[src/rtl/gb_dma.sv]
// gb_dma: DMA engine sitting beside the CPU on gbclk.
//
// Two transfer kinds share one byte-slot datapath:
//   - OAM DMA  : a write to FF46 copies OAM_LEN bytes from {page,8'h00} into OAM.
//   - GDMA     : CGB-style block copy of 16-byte blocks into VRAM, CPU stalled.
//
// Each byte occupies CYCLES_PER_BYTE clocks with rd_o held high. The source
// byte is captured on the last clock of its slot and written out on the
// following clock, so writes trail reads by one slot. A single FLUSH clock
// after the last read carries the final write.
//
// Ports:
//   clk_i, reset_i       gbclk, asynchronous active-high reset
//   adr_i                register offset (0 OAM src hi, 1 GDMA src hi, 2 src lo,
//                        3 dst hi, 4 dst lo, 5 length/start)
//   din_i / dout_o       CPU write data / register read data
//   read_i, write_i      CPU strobes
//   sel_oam_i            FF46 selected
//   sel_gdma_i           GDMA registers selected
//   adr_rd_o, rd_o       source address and read strobe
//   data_in_i            source read data
//   adr_wr_o, wr_o       destination address and write strobe
//   data_out_o           destination write data
//   dst_oam_o            1 = destination is OAM, 0 = VRAM
//   active_o             any transfer in progress
//   oam_active_o         OAM transfer in progress
//   cpu_stall_o          GDMA in progress, CPU held
module gb_dma #(
  parameter int CYCLES_PER_BYTE = 4,
  parameter int OAM_LEN         = 160,
  parameter int DST_WIDTH       = 13,
  parameter int MAX_BLOCKS      = 128
) (
  input  logic                 clk_i,
  input  logic                 reset_i,
  input  logic [2:0]           adr_i,
  input  logic [7:0]           din_i,
  output logic [7:0]           dout_o,
  input  logic                 read_i,
  input  logic                 write_i,
  input  logic                 sel_oam_i,
  input  logic                 sel_gdma_i,
  output logic [15:0]          adr_rd_o,
  output logic                 rd_o,
  input  logic [7:0]           data_in_i,
  output logic [DST_WIDTH-1:0] adr_wr_o,
  output logic [7:0]           data_out_o,
  output logic                 wr_o,
  output logic                 dst_oam_o,
  output logic                 active_o,
  output logic                 oam_active_o,
  output logic                 cpu_stall_o
);

  localparam int CW    = (CYCLES_PER_BYTE > 2) ? $clog2(CYCLES_PER_BYTE) : 1;
  localparam int IDX_W = 11;

  localparam logic [CW-1:0]    LAST_CYC = CW'(CYCLES_PER_BYTE - 1);
  localparam logic [IDX_W-1:0] OAM_LAST = IDX_W'(OAM_LEN - 1);
  localparam logic [6:0]       BLK_MASK = 7'(MAX_BLOCKS - 1);

  typedef enum logic [1:0] {
    IDLE,
    OAM,
    GDMA,
    FLUSH
  } state_t;

  // CPU-visible registers; only the bits that feed an address are kept
  logic [7:0]           oamReg_q;
  logic [7:0]           srcHi_q;
  logic [3:0]           srcLo_q;
  logic [DST_WIDTH-9:0] dstHi_q;
  logic [3:0]           dstLo_q;

  // Transfer state
  state_t               state_q;
  logic [15:0]          xferSrc_q;
  logic [DST_WIDTH-1:0] xferDst_q;
  logic [IDX_W-1:0]     idx_q;
  logic [IDX_W-1:0]     lastIdx_q;
  logic [CW-1:0]        cyc_q;
  logic                 pend_q;
  logic [15:0]          pendSrc_q;

  // Registered outputs
  logic [15:0]          adr_rd_q;
  logic                 rd_q;
  logic [DST_WIDTH-1:0] adr_wr_q;
  logic [7:0]           data_out_q;
  logic                 wr_q;
  logic                 dst_oam_q;
  logic                 active_q;
  logic                 oam_active_q;
  logic                 cpu_stall_q;

  logic                 oamWr_d;
  logic                 gdmaWr_d;
  logic [15:0]          oamSrc_d;
  logic [15:0]          gdmaSrc_d;
  logic [DST_WIDTH-1:0] gdmaDst_d;
  logic                 startOam_d;
  logic [15:0]          startSrc_d;
  logic                 gdmaStart_d;

  // A write with both selects set counts as an OAM write only
  assign oamWr_d  = sel_oam_i && write_i;
  assign gdmaWr_d = sel_gdma_i && write_i && !sel_oam_i;

  // Pages E0-FF mirror onto C000-DFFF, so bit 13 of the source is cleared
  assign oamSrc_d  = {(din_i >= 8'hE0) ? {din_i[7:6], 1'b0, din_i[4:0]} : din_i, 8'h00};
  assign gdmaSrc_d = {srcHi_q, srcLo_q, 4'h0};
  assign gdmaDst_d = {dstHi_q, dstLo_q, 4'h0};

  // OAM starts from idle, restarts a running OAM copy, or launches straight
  // out of FLUSH (fresh request or one held pending behind a GDMA)
  assign startOam_d = (oamWr_d && (state_q != GDMA)) || ((state_q == FLUSH) && pend_q);
  assign startSrc_d = oamWr_d ? oamSrc_d : pendSrc_q;
  assign gdmaStart_d = gdmaWr_d && (adr_i == 3'd5) && (state_q == IDLE) && !pend_q;

  assign adr_rd_o     = adr_rd_q;
  assign rd_o         = rd_q;
  assign adr_wr_o     = adr_wr_q;
  assign data_out_o   = data_out_q;
  assign wr_o         = wr_q;
  assign dst_oam_o    = dst_oam_q;
  assign active_o     = active_q;
  assign oam_active_o = oam_active_q;
  assign cpu_stall_o  = cpu_stall_q;

  always_ff @(posedge clk_i or posedge reset_i) begin
    if (reset_i) begin
      oamReg_q <= '0;
      srcHi_q  <= '0;
      srcLo_q  <= '0;
      dstHi_q  <= '0;
      dstLo_q  <= '0;
    end else if (oamWr_d) begin
      oamReg_q <= din_i;
    end else if (gdmaWr_d) begin
      case (adr_i)
        3'd1:    srcHi_q <= din_i;
        3'd2:    srcLo_q <= din_i[7:4];
        3'd3:    dstHi_q <= din_i[DST_WIDTH-9:0];
        3'd4:    dstLo_q <= din_i[7:4];
        default: ;
      endcase
    end
  end

  always_ff @(posedge clk_i or posedge reset_i) begin
    if (reset_i) begin
      state_q      <= IDLE;
      xferSrc_q    <= '0;
      xferDst_q    <= '0;
      idx_q        <= '0;
      lastIdx_q    <= '0;
      cyc_q        <= '0;
      pend_q       <= 1'b0;
      pendSrc_q    <= '0;
      adr_rd_q     <= '0;
      rd_q         <= 1'b0;
      adr_wr_q     <= '0;
      data_out_q   <= '0;
      wr_q         <= 1'b0;
      dst_oam_q    <= 1'b0;
      active_q     <= 1'b0;
      oam_active_q <= 1'b0;
      cpu_stall_q  <= 1'b0;
    end else begin
      // Write strobe is a single-clock pulse unless a slot boundary re-arms it
      wr_q <= 1'b0;

      if ((state_q == GDMA) && oamWr_d) begin
        pend_q    <= 1'b1;
        pendSrc_q <= oamSrc_d;
      end

      if (startOam_d) begin
        // A restart lands here too; the default above drops the trailing write
        state_q      <= OAM;
        pend_q       <= 1'b0;
        xferSrc_q    <= startSrc_d;
        xferDst_q    <= '0;
        idx_q        <= '0;
        lastIdx_q    <= OAM_LAST;
        cyc_q        <= '0;
        rd_q         <= 1'b1;
        adr_rd_q     <= startSrc_d;
        active_q     <= 1'b1;
        oam_active_q <= 1'b1;
        dst_oam_q    <= 1'b1;
        cpu_stall_q  <= 1'b0;
      end else if (gdmaStart_d) begin
        state_q      <= GDMA;
        xferSrc_q    <= gdmaSrc_d;
        xferDst_q    <= gdmaDst_d;
        idx_q        <= '0;
        lastIdx_q    <= {din_i[6:0] & BLK_MASK, 4'hF};
        cyc_q        <= '0;
        rd_q         <= 1'b1;
        adr_rd_q     <= gdmaSrc_d;
        active_q     <= 1'b1;
        oam_active_q <= 1'b0;
        dst_oam_q    <= 1'b0;
        cpu_stall_q  <= 1'b1;
      end else begin
        case (state_q)
          OAM, GDMA: begin
            if (cyc_q == LAST_CYC) begin
              // Capture the byte and present it as next clock's write
              wr_q       <= 1'b1;
              data_out_q <= data_in_i;
              adr_wr_q   <= xferDst_q + DST_WIDTH'(idx_q);
              cyc_q      <= '0;
              if (idx_q == lastIdx_q) begin
                state_q <= FLUSH;
                rd_q    <= 1'b0;
              end else begin
                idx_q    <= idx_q + IDX_W'(1);
                adr_rd_q <= xferSrc_q + 16'(idx_q + IDX_W'(1));
              end
            end else begin
              cyc_q <= cyc_q + CW'(1);
            end
          end
          FLUSH: begin
            state_q      <= IDLE;
            active_q     <= 1'b0;
            oam_active_q <= 1'b0;
            dst_oam_q    <= 1'b0;
            cpu_stall_q  <= 1'b0;
          end
          default: ;
        endcase
      end
    end
  end

  // Offset 5 reports blocks still to go minus one while a GDMA runs;
  // cpu_stall is high for exactly the GDMA and its FLUSH clock
  always_comb begin
    dout_o = 8'h00;
    if (read_i && !reset_i) begin
      if (sel_oam_i) begin
        dout_o = oamReg_q;
      end else if (sel_gdma_i) begin
        if ((adr_i == 3'd5) && cpu_stall_q) begin
          dout_o = {1'b0, 7'(lastIdx_q[IDX_W-1:4] - idx_q[IDX_W-1:4])};
        end else begin
          dout_o = 8'hFF;
        end
      end
    end
  end

endmodule

[config.mk]
export PLATFORM = sky130hd
export DESIGN_NAME = gb_dma
export DESIGN_NICKNAME = d
export VERILOG_FILES = /design/src/rtl/gb_dma.sv
export SDC_FILE = /design/constraint.sdc
export NUM_CORES = 1
export LEC_CHECK = 0
export CORE_ASPECT_RATIO = 1.2
export CORE_MARGIN = 3
export CORE_UTILIZATION = 45
export DETAILED_ROUTE_END_ITERATION = 6
export DONT_BUFFER_PORTS = 1
export PLACE_DENSITY = 0.64
export SYNTH_ARGS = -nofsm -noshare
export SYNTH_HDL_FRONTEND = slang
export SYNTH_SLANG_ARGS = --single-unit
[constraint.sdc]
create_clock -name clk_i -period 14.2 [get_ports clk_i]
set_clock_uncertainty 0.1 [all_clocks]
set_input_delay 2.84 -clock clk_i [delete_from_list [all_inputs] [get_ports clk_i]]
set_output_delay 2.84 -clock clk_i [all_outputs]
set_load 0.02 [all_outputs]
==> results.tsv <==
metric	value	unit
status	finished, final reports clean	
die_x	111.4	um
synth_area_leader_cell	dfrtp_1	
hold_buffers	0	
final_common_cell	dfrtp_1	
place_congestion	0.9378	
final_antenna_net_count	0	
grt_usage	20.38	%
clk_latency	0.42	ns
io_buffers	0	
dr.pass1.iters	4	
cts_made_buffers	17	
synth_area_leaders	dfrtp_1 50%, nand2_1 7.2%, mux2_2 6.2%, ha_1 5.2%, a21oi_1 3.2%	
synth_area	5994	um^2
hpwl	10130	um
drt_iter0_drc	330	
grt_max_degree	65	
pwr-share-seq	46.4	%
r2r_slack	11.10	ns
syn_avg_cell_area	10.09	um^2
drv_slew	0	
cp.arrival	4.21	ns
diodes	0	
critPathMaxFanout	58	
postCtsResizedCells	0	
powerDensity	179.8	nW/um^2
ir_drop	97.28	uV
clkPwrFrac	36.5	%
fp.dieArea	14750	um^2
synth_edf_count	0	
period_minus_slack	7.148	ns
synth_cells	594	
slew_headroom	46.46	%
area_growth	11.90	%
layout.nets	644	
die_h	132.4	um
hold_depth	2	
critPathLaunchType	input pin	
final_cell_area	6708	um^2
ios	76	
start_util	46.70	%
wl_per_cell	18.70	um
placed_area	6092	um^2
drive_gt1_share	13.06	%
finalCritPeriodShare	50.34	%
cap_viol_max_count	0	
critPathKind	input pin to primary output	
max_freq	139.9	MHz
async_reset_ff_share	100.0	%
clock-sinks	120	
cts_tree	done	
yosysTopAreaCellShare	50.09	%
synth_seq_cells	120	
post-cts-setup-buffer-count	0	
grt_first_pass_wirelength	23550	um
routed-via-count	4357	
swShare	33.06	%
grt-ovfl-total	0	
leakage	3.197	nW
setup_viol	0	
synth_nets	646	
internal_power	0.0008072	W
grt_pass1_vias	4376	
antenna_found_initial	0	
power_switching	0.0003987	W
drcViolationCount	0	
num_rows	45	
worst_slack	7.052	ns
cts_root_buf	clkbuf_16	
cp-end-kind	primary output	
totalWireLength	14380	um
critPathRequiredTime	11.26	ns
reg2reg_depth	8	
rsz0062_at_grt	no	
tns	0	ns
clock_path_buffers	2	
final.fill_count	1163	
synth_top_flop_cell	dfrtp_1	
hold_class	flip-flop to flip-flop	
clk_pin_slew	0.05	ns
h-tree-depth	4	
core	12840	um^2
viasPerCell	5.666	
hold_viol	0	
mostFrequentLayoutCells	120 x dfrtp_1, 115 x nand2_1, 41 x nor2_1	
yosysUniqueCellTypes	54	
combPwrFrac	17.1	%
yosysWarnings	0	
worstMarginPinSlew	0.8031	ns
dpl_worst_slack	6.981	ns
synth_seq_area_share	50.09	%
-- state kept, by name, summed over array words and instances (netlist names), 4 cells and up --
signal,cells
xferDst_q,9
idx_q,11
data_out_o,8
adr_rd_o,12
lastIdx_q,8
oamReg_q,8
dstHi_q,5
srcLo_q,4
xferSrc_q,12
pendSrc_q,8
adr_wr_o,13
srcHi_q,8
dstLo_q,4
-- metal layers --
metal	wire length, um	global-route usage, %	up-vias
met5	0	0	-
met4	361	7.911	0
met3	722	5.261	26
met2	7342	34.64	117
met1	5950	24.86	2145
li1	-	-	2069
-- area by class of cell --
class | count | area [um^2] | area share, %
repair buffers | 4 | 30.03 | 0.4477
clock inverters | 12 | 148.9 | 2.220
multi-input cells | 433 | 2791 | 41.62
inverters | 16 | 62.56 | 0.9327
flip-flops and latches | 120 | 3003 | 44.77
clock buffers | 20 | 466.7 | 6.958
well taps | 164 | 205.2 | 3.059
-- power by group through the flow --
stage / Combinational (W) / Sequential (W) / Clock (W)
after floorplan: 0.000180 / 0.000539 / 0
after global placement: 0.000200 / 0.000562 / 0
after global routing: 0.000235 / 0.000572 / 0.000468
final: 0.000207 / 0.000559 / 0.000440
after CTS: 0.000211 / 0.000561 / 0.000448
after detailed placement: 0.000209 / 0.000566 / 0
-- path summary, 6_finish.rpt --
kind / startpoint / end
setup / recovery: reset_i / dout_o[5]
hold / removal: dstHi_q[3] / xferDst_q[11]
setup reg to reg: idx_q[7] / adr_rd_o[10]
hold reg to reg: dstHi_q[3] / xferDst_q[11]
max in group asynchronous: reset_i / xferSrc_q[13]
min in group asynchronous: reset_i / dstHi_q[2]
-- cells in the mapped netlist (5+ instances only) --
| master | instances |
|---|---|
| dfrtp_1 | 120 |
| nand2_1 | 115 |
| nor2_1 | 41 |
| a21oi_1 | 38 |
| mux2_2 | 33 |
| o21ai_0 | 30 |
| ha_1 | 25 |
| xnor2_1 | 21 |
| a21o_1 | 15 |
| inv_1 | 15 |
| a22o_1 | 14 |
| clkbuf_1 | 12 |
| nand3_1 | 12 |
| a31oi_1 | 7 |
| buf_4 | 7 |
| xor2_1 | 7 |
| o22ai_1 | 5 |
| or3_1 | 5 |
-- worst max-delay path, stage by stage --
cell and delay, ns:
inv_4 0.48, nand2_1 0.34, a41oi_1 0.54
-- logic make-up after synthesis --
logic type,count (synthesis),synth area share (%)
muxes,36,6.700
AOI/OAI and AO/OA,135,14.40
and+or+nand+nor,207,15.49
buffers and inverters,41,3.339
xor gates and xnor gates,28,4.091
DFF,120,50.09
adders and majority gates,27,5.886
-- through the flow --
step | hold slack [ns] | util (%) | power (W) | instances
2_1_floorplan | 0.3444 | - | 0.0007188 | 594
3_3_place_gp | 0.3655 | 47.46 | 0.0007617 | 737
3_5_place_dp | 0.3752 | 47.46 | 0.0007751 | 737
4_1_cts | 0.3893 | 52.25 | 0.001220 | 769
5_1_grt | 0.4123 | 52.25 | 0.001275 | 769
6_report | 0.3852 | 52.25 | 0.001206 | 769
Power figures use the tool's default switching activity.
